--- src/rtl/uart_pkg.sv ---
// Shared UART constants and types.
//   UART_DATA_WIDTH : width of one received character
//   ERR_CNT_WIDTH   : width of the saturating framing-error counter
package uart_pkg;
  localparam int UART_DATA_WIDTH = 8;
  localparam int ERR_CNT_WIDTH   = 8;

  typedef logic [UART_DATA_WIDTH-1:0] uart_byte_t;
  typedef logic [ERR_CNT_WIDTH-1:0]   err_cnt_t;

  localparam err_cnt_t ERR_CNT_MAX = '1;
endpackage

--- src/rtl/uart_rx_buffer_if.sv ---
// Pop-side handshake of the receive FIFO.
//   popValid : FIFO non-empty, popData holds the head byte
//   popReady : consumer takes the head byte this cycle
//   popData  : head byte (first-word-fall-through)
// master = the buffer, slave = the consumer.
interface uart_rx_buffer_if;
  logic                popValid;
  logic                popReady;
  uart_pkg::uart_byte_t popData;

  modport master (output popValid, output popData, input popReady);
  modport slave  (input popValid, input popData, output popReady);
endinterface

--- src/rtl/uart_sync2.sv ---
// Two-flop synchronizer for a single asynchronous level.
//   clk  : destination clock
//   rstN : async active-low reset, clears both flops
//   d    : asynchronous input
//   q    : synchronized output (2 clk latency)
module uart_sync2 (
  input  logic clk,
  input  logic rstN,
  input  logic d,
  output logic q
);
  logic meta;

  always_ff @(posedge clk or negedge rstN) begin
    if (!rstN) begin
      meta <= 1'b0;
      q    <= 1'b0;
    end else begin
      meta <= d;
      q    <= meta;
    end
  end
endmodule

--- src/rtl/uart_rx_buffer.sv ---
// Receive buffer behind a UART receiver: synchronizes the receiver's done /
// error levels, captures one byte per frame into a FWFT FIFO, and keeps a
// sticky overrun flag and a saturating framing-error count.
//   clk, rstN : clock, async active-low reset
//   rxDone    : async frame-done level from the receiver
//   rxErr     : async framing-error level, valid while rxDone is high
//   rxByte    : received byte, stable while rxDone is high
//   clrFlags  : synchronous clear of overrun and errCount
//   pop       : pop handshake (popValid / popReady / popData)
//   count     : FIFO occupancy
//   overrun   : sticky, a good byte was dropped on a full FIFO
//   errCount  : saturating count of frames discarded for rxErr
module uart_rx_buffer
  import uart_pkg::*;
#(
  parameter int DEPTH = 8
) (
  input  logic                   clk,
  input  logic                   rstN,
  input  logic                   rxDone,
  input  logic                   rxErr,
  input  uart_byte_t             rxByte,
  input  logic                   clrFlags,
  uart_rx_buffer_if.master       pop,
  output logic [$clog2(DEPTH):0] count,
  output logic                   overrun,
  output err_cnt_t               errCount
);
  localparam int AW = $clog2(DEPTH);
  localparam int CW = AW + 1;
  localparam logic [CW-1:0] FULL_CNT = CW'(DEPTH);

  // ---------------------------------------------------------------- capture
  logic done_s, err_s, done_d, cap;

  uart_sync2 u_done_sync (.clk, .rstN, .d(rxDone), .q(done_s));
  uart_sync2 u_err_sync  (.clk, .rstN, .d(rxErr),  .q(err_s));

  // done_d is the edge-detect flop. The rising edge is registered into cap
  // so the capture strobe comes straight off a flop; rxByte has been stable
  // for several cycles by the time cap is seen, so it is sampled raw.
  always_ff @(posedge clk or negedge rstN) begin
    if (!rstN) begin
      done_d <= 1'b0;
      cap    <= 1'b0;
    end else begin
      done_d <= done_s;
      cap    <= done_s & ~done_d;
    end
  end

  // ------------------------------------------------------------------- FIFO
  logic [AW-1:0] wr_ptr, rd_ptr;
  uart_byte_t    mem [DEPTH];
  logic          empty, full, pop_fire, good, wr_en, drop, err_evt;

  assign empty    = (count == '0);
  assign full     = (count == FULL_CNT);
  assign pop_fire = pop.popReady & ~empty;
  assign good     = cap & ~err_s;
  // A pop in the same cycle frees the slot, so a full FIFO still accepts.
  assign wr_en    = good & (~full | pop_fire);
  assign drop     = good & full & ~pop_fire;
  assign err_evt  = cap & err_s;

  assign pop.popValid = ~empty;
  assign pop.popData  = mem[rd_ptr];

  // Storage is intentionally not reset; popData is only meaningful while
  // popValid is high.
  always_ff @(posedge clk) begin
    if (wr_en) mem[wr_ptr] <= rxByte;
  end

  always_ff @(posedge clk or negedge rstN) begin
    if (!rstN) begin
      wr_ptr <= '0;
      rd_ptr <= '0;
      count  <= '0;
    end else begin
      if (wr_en)    wr_ptr <= wr_ptr + AW'(1);
      if (pop_fire) rd_ptr <= rd_ptr + AW'(1);
      case ({wr_en, pop_fire})
        2'b10:   count <= count + CW'(1);
        2'b01:   count <= count - CW'(1);
        default: ;
      endcase
    end
  end

  // ------------------------------------------------------------------ flags
  // A set/increment in the same cycle wins over clrFlags; an error frame at
  // saturation still counts as an increment and so also blocks the clear.
  always_ff @(posedge clk or negedge rstN) begin
    if (!rstN) begin
      overrun  <= 1'b0;
      errCount <= '0;
    end else begin
      if (drop)          overrun <= 1'b1;
      else if (clrFlags) overrun <= 1'b0;

      if (err_evt) begin
        if (errCount != ERR_CNT_MAX) errCount <= errCount + ERR_CNT_WIDTH'(1);
      end else if (clrFlags) begin
        errCount <= '0;
      end
    end
  end
endmodule

--- src/flat_wrapper.sv ---
// flat-port wrapper written by rule: the top's interface ports become plain ports
module uart_rx_buffer_flat import uart_pkg::*;
#(
  parameter int DEPTH = 8
)
  (clk, rstN, rxDone, rxErr, rxByte, clrFlags, count, overrun, errCount, pop_popValid, pop_popData, pop_popReady);
  uart_rx_buffer_if pop_i ();
  input  logic clk;
  input  logic rstN;
  input  logic rxDone;
  input  logic rxErr;
  input  uart_byte_t rxByte;
  input  logic clrFlags;
  output logic [$clog2(DEPTH):0] count;
  output logic overrun;
  output err_cnt_t errCount;
  output wire logic [$bits(pop_i.popValid)-1:0] pop_popValid;
  output wire logic [$bits(pop_i.popData)-1:0] pop_popData;
  input wire logic [$bits(pop_i.popReady)-1:0] pop_popReady;
  assign pop_popValid = pop_i.popValid;
  assign pop_popData = pop_i.popData;
  assign pop_i.popReady = pop_popReady;
  uart_rx_buffer #(.DEPTH(DEPTH)) u_core (.clk(clk), .rstN(rstN), .rxDone(rxDone), .rxErr(rxErr), .rxByte(rxByte), .clrFlags(clrFlags), .pop(pop_i), .count(count), .overrun(overrun), .errCount(errCount));
endmodule
--- config.mk ---
export PLATFORM = sky130hd
export DESIGN_NAME = uart_rx_buffer_flat
export DESIGN_NICKNAME = d
export VERILOG_FILES = /design/src/rtl/uart_pkg.sv /design/src/rtl/uart_rx_buffer_if.sv /design/src/rtl/uart_sync2.sv /design/src/rtl/uart_rx_buffer.sv /design/src/flat_wrapper.sv
export SDC_FILE = /design/constraint.sdc
export NUM_CORES = 1
export LEC_CHECK = 0
export CAP_MARGIN = 10
export CORE_MARGIN = 3
export CORE_UTILIZATION = 56
export DETAILED_ROUTE_END_ITERATION = 8
export PLACE_DENSITY = 0.78
export SYNTH_ARGS = -nofsm -noshare
export SYNTH_HDL_FRONTEND = slang
export SYNTH_SLANG_ARGS = --single-unit
--- constraint.sdc ---
create_clock -name clk -period 2.65 [get_ports clk]
set_input_delay 0.3975 -clock clk [delete_from_list [all_inputs] [get_ports clk]]
set_output_delay 0.3975 -clock clk [all_outputs]
set_load 0.1 [all_outputs]
==> results.tsv, run 1 <==
metric	value	unit
p_leak	0.00167	uW
numCtsBuffers	9	
finalSetupTns	0	ns
ys.flop_type	edfxtp_1	
hold_ws	0.356	ns
ir_worst_vdd	950	uV
start_util	59.8	%
core_area	0.00613	mm^2
p_sw	2060	uW
synth_cells	204	
cts_tree	built	
fin_skew	0.00908	ns
r2r_setup_slack	0.35	ns
grt_max_degree	20	
ios	36	
rsz0062_at_grt	no	
place_area	0.00428	mm^2
place.detailed.hpwl	4.35	mm
vias	1951	
clkPwrFrac	17.3	%
hold_viol_final	0	
path_max_fanout	18	
route.detailed.drc	0	
synth_nets	224	
area_growth	21.7	%
drt_iter0_drc	99	
p_int	2970	uW
holdCritPathClass	register to register	
ant_nets	0	
die-width	86.9	um
grt_overflow_total	0	
grt_pass1_vias	1939	
slew_violations	0	
clock_latency	0.34	ns
htree_levels	3	
yosysWarnings	0	
cts_root_buf	clkbuf_8	
routed_wl	6.32	mm
cts.repair.resized	0	
syn_area	0.00367	mm^2
portBuffers	35	
drt_pass1_iterations	5	
fin_crit	2.44	ns
r2r-end	u_core.count[2]	
finalCritPeriodShare	92.0	%
critPathLaunch	u_core.rd_ptr[1]	
crit_required	2.25	ns
max_freq	410	MHz
reg2reg_from	u_core.count[2]	
syn_area_per_cell	18.0	um^2
critPathCaptureType	primary output	
combPwrFrac	46.0	%
worst_pin_slew	0.898	ns
synth_edf_count	64	
die_y	86.9	um
endpoint	pop_popData[0]	
swShare	41.0	%
cts_buffer_depth	2	
grt_pass1_wl	10.2	mm
dieArea	0.00756	mm^2
antenna_found_initial	0	
yosysUniqueCellTypes	37	
grtUsageTotal	18.5	%
startpoint_type	register	
hold_buffers	0	
r2r_cells	11	
async_flop_share	28.1	%
synth_seq_cells	89	
worstSetupPathType	register to primary output	
place_congestion	0.780	
relSlewSlack	40.0	%
wl_per_cell	18.4	um
power.density	1130	mW/mm^2
post_cts_buffers	0	
stdcell_area	0.00446	mm^2
drive_above_1_share	26.5	%
status	finished, final reports clean	
drv_cap	0	
core.rowCount	28	
critPathArrivalTime	2.04	ns
finalNetCount	283	
yosysSeqAreaShare	69.4	%
via_per_inst	5.69	
diodes	0	
finalSetupViolCount	0	
p_seq_share	36.7	%
cts.clk_slew.worst_paths	0.08	ns
cts.sinks	89	
cell type report:
type | count | area [um^2]
fill | 392 | 1670
clock inverter | 6 | 57.6
timing repair buffer | 53 | 531
sequential | 89 | 2560
multi-input combinational | 105 | 1080
tap | 75 | 93.8
clock buffer | 10 | 128
inverter | 5 | 18.8
metrics by stage:
step / setup WS (ns) / cells / utilization, % / total power (uW)
finish: 0.213 / 343 / 72.8 / 5030
global route: 0.0752 / 343 / 72.8 / 5220
CTS: 0.157 / 343 / 72.8 / 5090
detailed placement: 0.167 / 327 / 69.8 / 4210
global placement: 0.228 / 327 / 69.8 / 4180
floorplan: 0.0244 / 204 / - / 3530
sequential cells by signal, indices dropped and copies added (netlist names):
| register | cells |
|---|---|
| u_core.u_err_sync.meta | 1 |
| u_core.wr_ptr | 3 |
| u_core.cap | 1 |
| u_core.mem | 64 |
| u_core.overrun | 1 |
| u_core.done_d | 1 |
| u_core.u_err_sync.q | 1 |
| u_core.u_done_sync.q | 1 |
| u_core.u_done_sync.meta | 1 |
| u_core.count | 4 |
| u_core.errCount | 8 |
| u_core.rd_ptr | 3 |
power groups by stage:
stage	clock, uW	sequential, uW	combinational, uW
6_report	870	1850	2310
5_1_grt	948	1880	2400
4_1_cts	893	1850	2340
3_5_place_dp	0	1880	2330
3_3_place_gp	0	1870	2300
2_1_floorplan	0	2040	1490
cell families after synthesis:
kind of cell    share of synthesized area [%]
flops                                    69.4
simple gates                             5.93
mux                                      15.4
compound gates                           3.34
buf+inv                                  1.71
xor+xnor                                 2.15
fa+ha+maj                                2.05
worst max-delay path, cell delays in order (launching register included):
cell	delay [ns]
dfrtp_1	0.80
mux4_1	0.43
mux2_2	0.31
buf_12	0.17
synth_stat cells, types with 2 or more instances:
| cell | number | area [um^2] |
|---|---|---|
| nor3_1 | 3 | 15.0 |
| a21oi_1 | 5 | 25.0 |
| nand2_1 | 10 | 37.5 |
| xnor2_1 | 4 | 35.0 |
| mux4_1 | 16 | 420 |
| mux2_2 | 11 | 124 |
| dfrtp_1 | 25 | 626 |
| xor2_1 | 5 | 43.8 |
| inv_1 | 5 | 18.8 |
| nand3_1 | 7 | 35.0 |
| o21ai_0 | 4 | 20.0 |
| mux2i_1 | 2 | 20.0 |
| nor2_1 | 9 | 33.8 |
| nand2b_1 | 5 | 31.3 |
| nor4bb_1 | 2 | 20.0 |
| edfxtp_1 | 64 | 1920 |
| nor4_1 | 2 | 12.5 |
| ha_1 | 6 | 75.1 |
routing by layer:
metal / track usage (%) / wire [um] / up-vias
met2: 28.9 / 3140 / 42
met5: 0 / 0 / -
met1: 26.3 / 2880 / 972
met3: 3.22 / 238 / 7
met4: 7.22 / 66 / 0
li1: - / - / 930
worst min-delay path by stage:
stage               slack [ns]  cells past startpoint                     from                   end
floorplan                 0.10                      0                     rstN            u_core.cap
global placement          0.33                      0  u_core.u_done_sync.meta  u_core.u_done_sync.q
detailed placement        0.33                      0   u_core.u_err_sync.meta   u_core.u_err_sync.q
CTS                       0.36                      0   u_core.u_err_sync.meta   u_core.u_err_sync.q
global route              0.36                      0   u_core.u_err_sync.meta   u_core.u_err_sync.q
finish                    0.36                      0   u_core.u_err_sync.meta   u_core.u_err_sync.q
cells in the final DEF, fill, tap and decap left out, types with 2 or more instances in the layout:
cell type,count
a21oi_1,5
buf_12,8
buf_4,32
clkbuf_8,9
clkdlybuf4s50_1,13
clkinv_1,3
dfrtp_1,21
dfrtp_2,2
dfrtp_4,2
edfxtp_1,64
ha_1,6
inv_1,5
mux2_2,11
mux2i_1,2
mux4_1,16
nand2_1,10
nand2b_1,4
nand3_1,7
nor2_1,9
nor3_1,2
nor4_1,2
nor4bb_1,2
o21ai_0,4
xnor2_1,4
xor2_1,5
Note: power is estimated with default switching activity, not from simulation.
==> run 2: changes to the inputs <==
--- a/config.mk
+++ b/config.mk
@@ -10,6 +10,7 @@
 export CORE_UTILIZATION = 56
 export DETAILED_ROUTE_END_ITERATION = 8
 export PLACE_DENSITY = 0.78
+export REMOVE_ABC_BUFFERS = 1
 export SYNTH_ARGS = -nofsm -noshare
 export SYNTH_HDL_FRONTEND = slang
 export SYNTH_SLANG_ARGS = --single-unit
==> run 2 against run 1 <==
Effect of this change:
- total power grew 0.28%
- clock power up 4.5%
- clock skew up 0.0057 ns
- sequential cell count did not move
- register-to-register slack lost 0.15 ns
==> results.tsv, run 2 (same netlist as run 1, synthesis figures left out) <==
metric	value	unit
cts_buffer_depth	2	
top_regs	u_core.mem: 64 flops, u_core.errCount: 8 flops, u_core.count: 4 flops	
met1_usage	26.1	%
diodes	0	
fin_skew	0.0147	ns
clkPwrFrac	18.0	%
n_fill_cell	385	
r2r-end	u_core.count[2]	
grt_max_degree	26	
cts_tree	built	
ant_nets	0	
dp.cells	323	
p_seq_share	36.3	%
most-common-layout-cells	edfxtp_1 (64), buf_4 (28), dfrtp_1 (25), mux4_1 (16), clkdlybuf4s50_1 (13)	
use_met3	4.54	%
p_sw	2070	uW
largest_reg_flops	64	
holdCritPathClass	register to register	
wl_per_cell	19.0	um
ios	36	
relSlewSlack	52.3	%
grt-busiest-layer	met2	
drt_pass1_iterations	4	
slew_violations	0	
area_growth	20.7	%
hold_path_end	u_core.u_done_sync.q	
rsz0062_at_grt	no	
portBuffers	35	
drt_iter0_drc	127	
place_congestion	0.817	
finalCritPeriodShare	92.6	%
core.rowCount	28	
whs_path_depth	0	
route.detailed.drc	0	
stdcell_count	339	
critPathCaptureType	primary output	
clock_latency	0.35	ns
r2r_cells	11	
numCtsBuffers	9	
vias	1940	
seqCellArea	0.00255	mm^2
status	finished, final reports clean	
grtUsageTotal	19.0	%
grt_overflow_total	0	
drv_cap	0	
htree_levels	3	
grt_pass1_vias	1944	
min_from	u_core.u_done_sync.meta	
worst_pin_slew	0.716	ns
largest-register	u_core.mem	
swShare	41.0	%
routed_wl	6.43	mm
layout_commonest_cell	edfxtp_1	
critPathArrivalTime	2.06	ns
r2r_setup_slack	0.20	ns
ir_worst_vdd	1380	uV
core_area	0.00613	mm^2
crit_required	2.25	ns
die-width	86.9	um
combPwrFrac	45.6	%
fin_crit	2.45	ns
via_per_inst	5.72	
finalNetCount	279	
fin_util	72.2	%
dieArea	0.00756	mm^2
cts_root_buf	clkbuf_8	
place.detailed.hpwl	4.36	mm
multi_input_area	0.00106	mm^2
power.density	1140	mW/mm^2
cts.clk_slew.worst_paths	0.09	ns
cts.sinks	89	
antenna_found_initial	0	
hold_viol_final	0	
finalSetupViolCount	0	
max_freq	407	MHz
start_util	59.8	%
p_leak	0.00166	uW
p_int	2980	uW
startpoint_type	register	
drive_above_1_share	25.0	%
worstSetupPathType	register to primary output	
die_y	86.9	um
grt_use_met2	29.2	%
path_max_fanout	18	
reg2reg_from	u_core.count[1]	
grt_pass1_wl	10.2	mm
run 2: cell count changes in the layout (fill, tap and decap cells not counted), moves of 2 or more:
| cell | previous run | this run |
|---|---|---|
| buf_4 | 32 | 28 |
| dfrtp_1 | 21 | 25 |
| clkinv_1 | 3 | 0 |
| clkbuf_8 | 9 | 11 |
| dfrtp_2 | 2 | 0 |
| dfrtp_4 | 2 | 0 |
run 2: layout make-up:
type	instances	share of cell area (%)
Clock inverter	3	0.452
Timing Repair Buffer	49	11.3
Sequential cell	89	57.5
Tap cell	75	2.12
Multi-Input combinational cell	105	24.0
Inverter	5	0.424
Clock buffer	13	4.15
run 2: worst max-delay path: stages, from the launching register on:
cell	delay [ns]
dfrtp_1	0.81
mux4_1	0.41
mux2_2	0.31
buf_12	0.17
run 2: layer usage:
layer  up-vias  wire length (um)
met5         -                 0
met4         0                93
met3         7               247
met2        48              3180
met1       965              2910
li1        920                 -
run 2: worst max path at each step:
stage	start	endpoint	slack [ns]	cells past startpoint
after floorplan	u_core.count[1]	u_core.count[2]	-0.97	11
after global placement	pop_popReady	u_core.count[2]	0.19	11
after detailed placement	pop_popReady	u_core.count[2]	0.09	11
after CTS	u_core.count[1]	u_core.count[2]	0.11	11
after global routing	u_core.count[1]	u_core.count[2]	0.03	11
final	u_core.rd_ptr[1]	pop_popData[7]	0.20	3
run 2: what timing repair did:
action	4_1_cts	5_1_grt
setup buffers	0	0
hold buffers	0	0
setup endpoints to repair	0	2
gates resized for setup	0	1
run 2: metrics by stage:
step | instance area, um^2 | hold slack [ns] | setup TNS (ns) | worst slack [ns] | total power, uW
final | 4430 | 0.357 | 0 | 0.195 | 5040
after global routing | 4430 | 0.384 | 0 | 0.0324 | 5270
after CTS | 4420 | 0.359 | 0 | 0.106 | 5080
after detailed placement | 4220 | 0.338 | 0 | 0.0924 | 4180
after global placement | 4220 | 0.333 | 0 | 0.188 | 4130
after floorplan | 3620 | 0.102 | -3.45 | -0.967 | 3420
run 2: power by group through the flow:
stage | logic [uW] | registers, uW | clock network [uW]
floorplan | 1320 | 2100 | 0
CTS | 2330 | 1830 | 925
detailed placement | 2320 | 1860 | 0
global route | 2410 | 1860 | 1010
finish | 2300 | 1830 | 909
global placement | 2290 | 1840 | 0
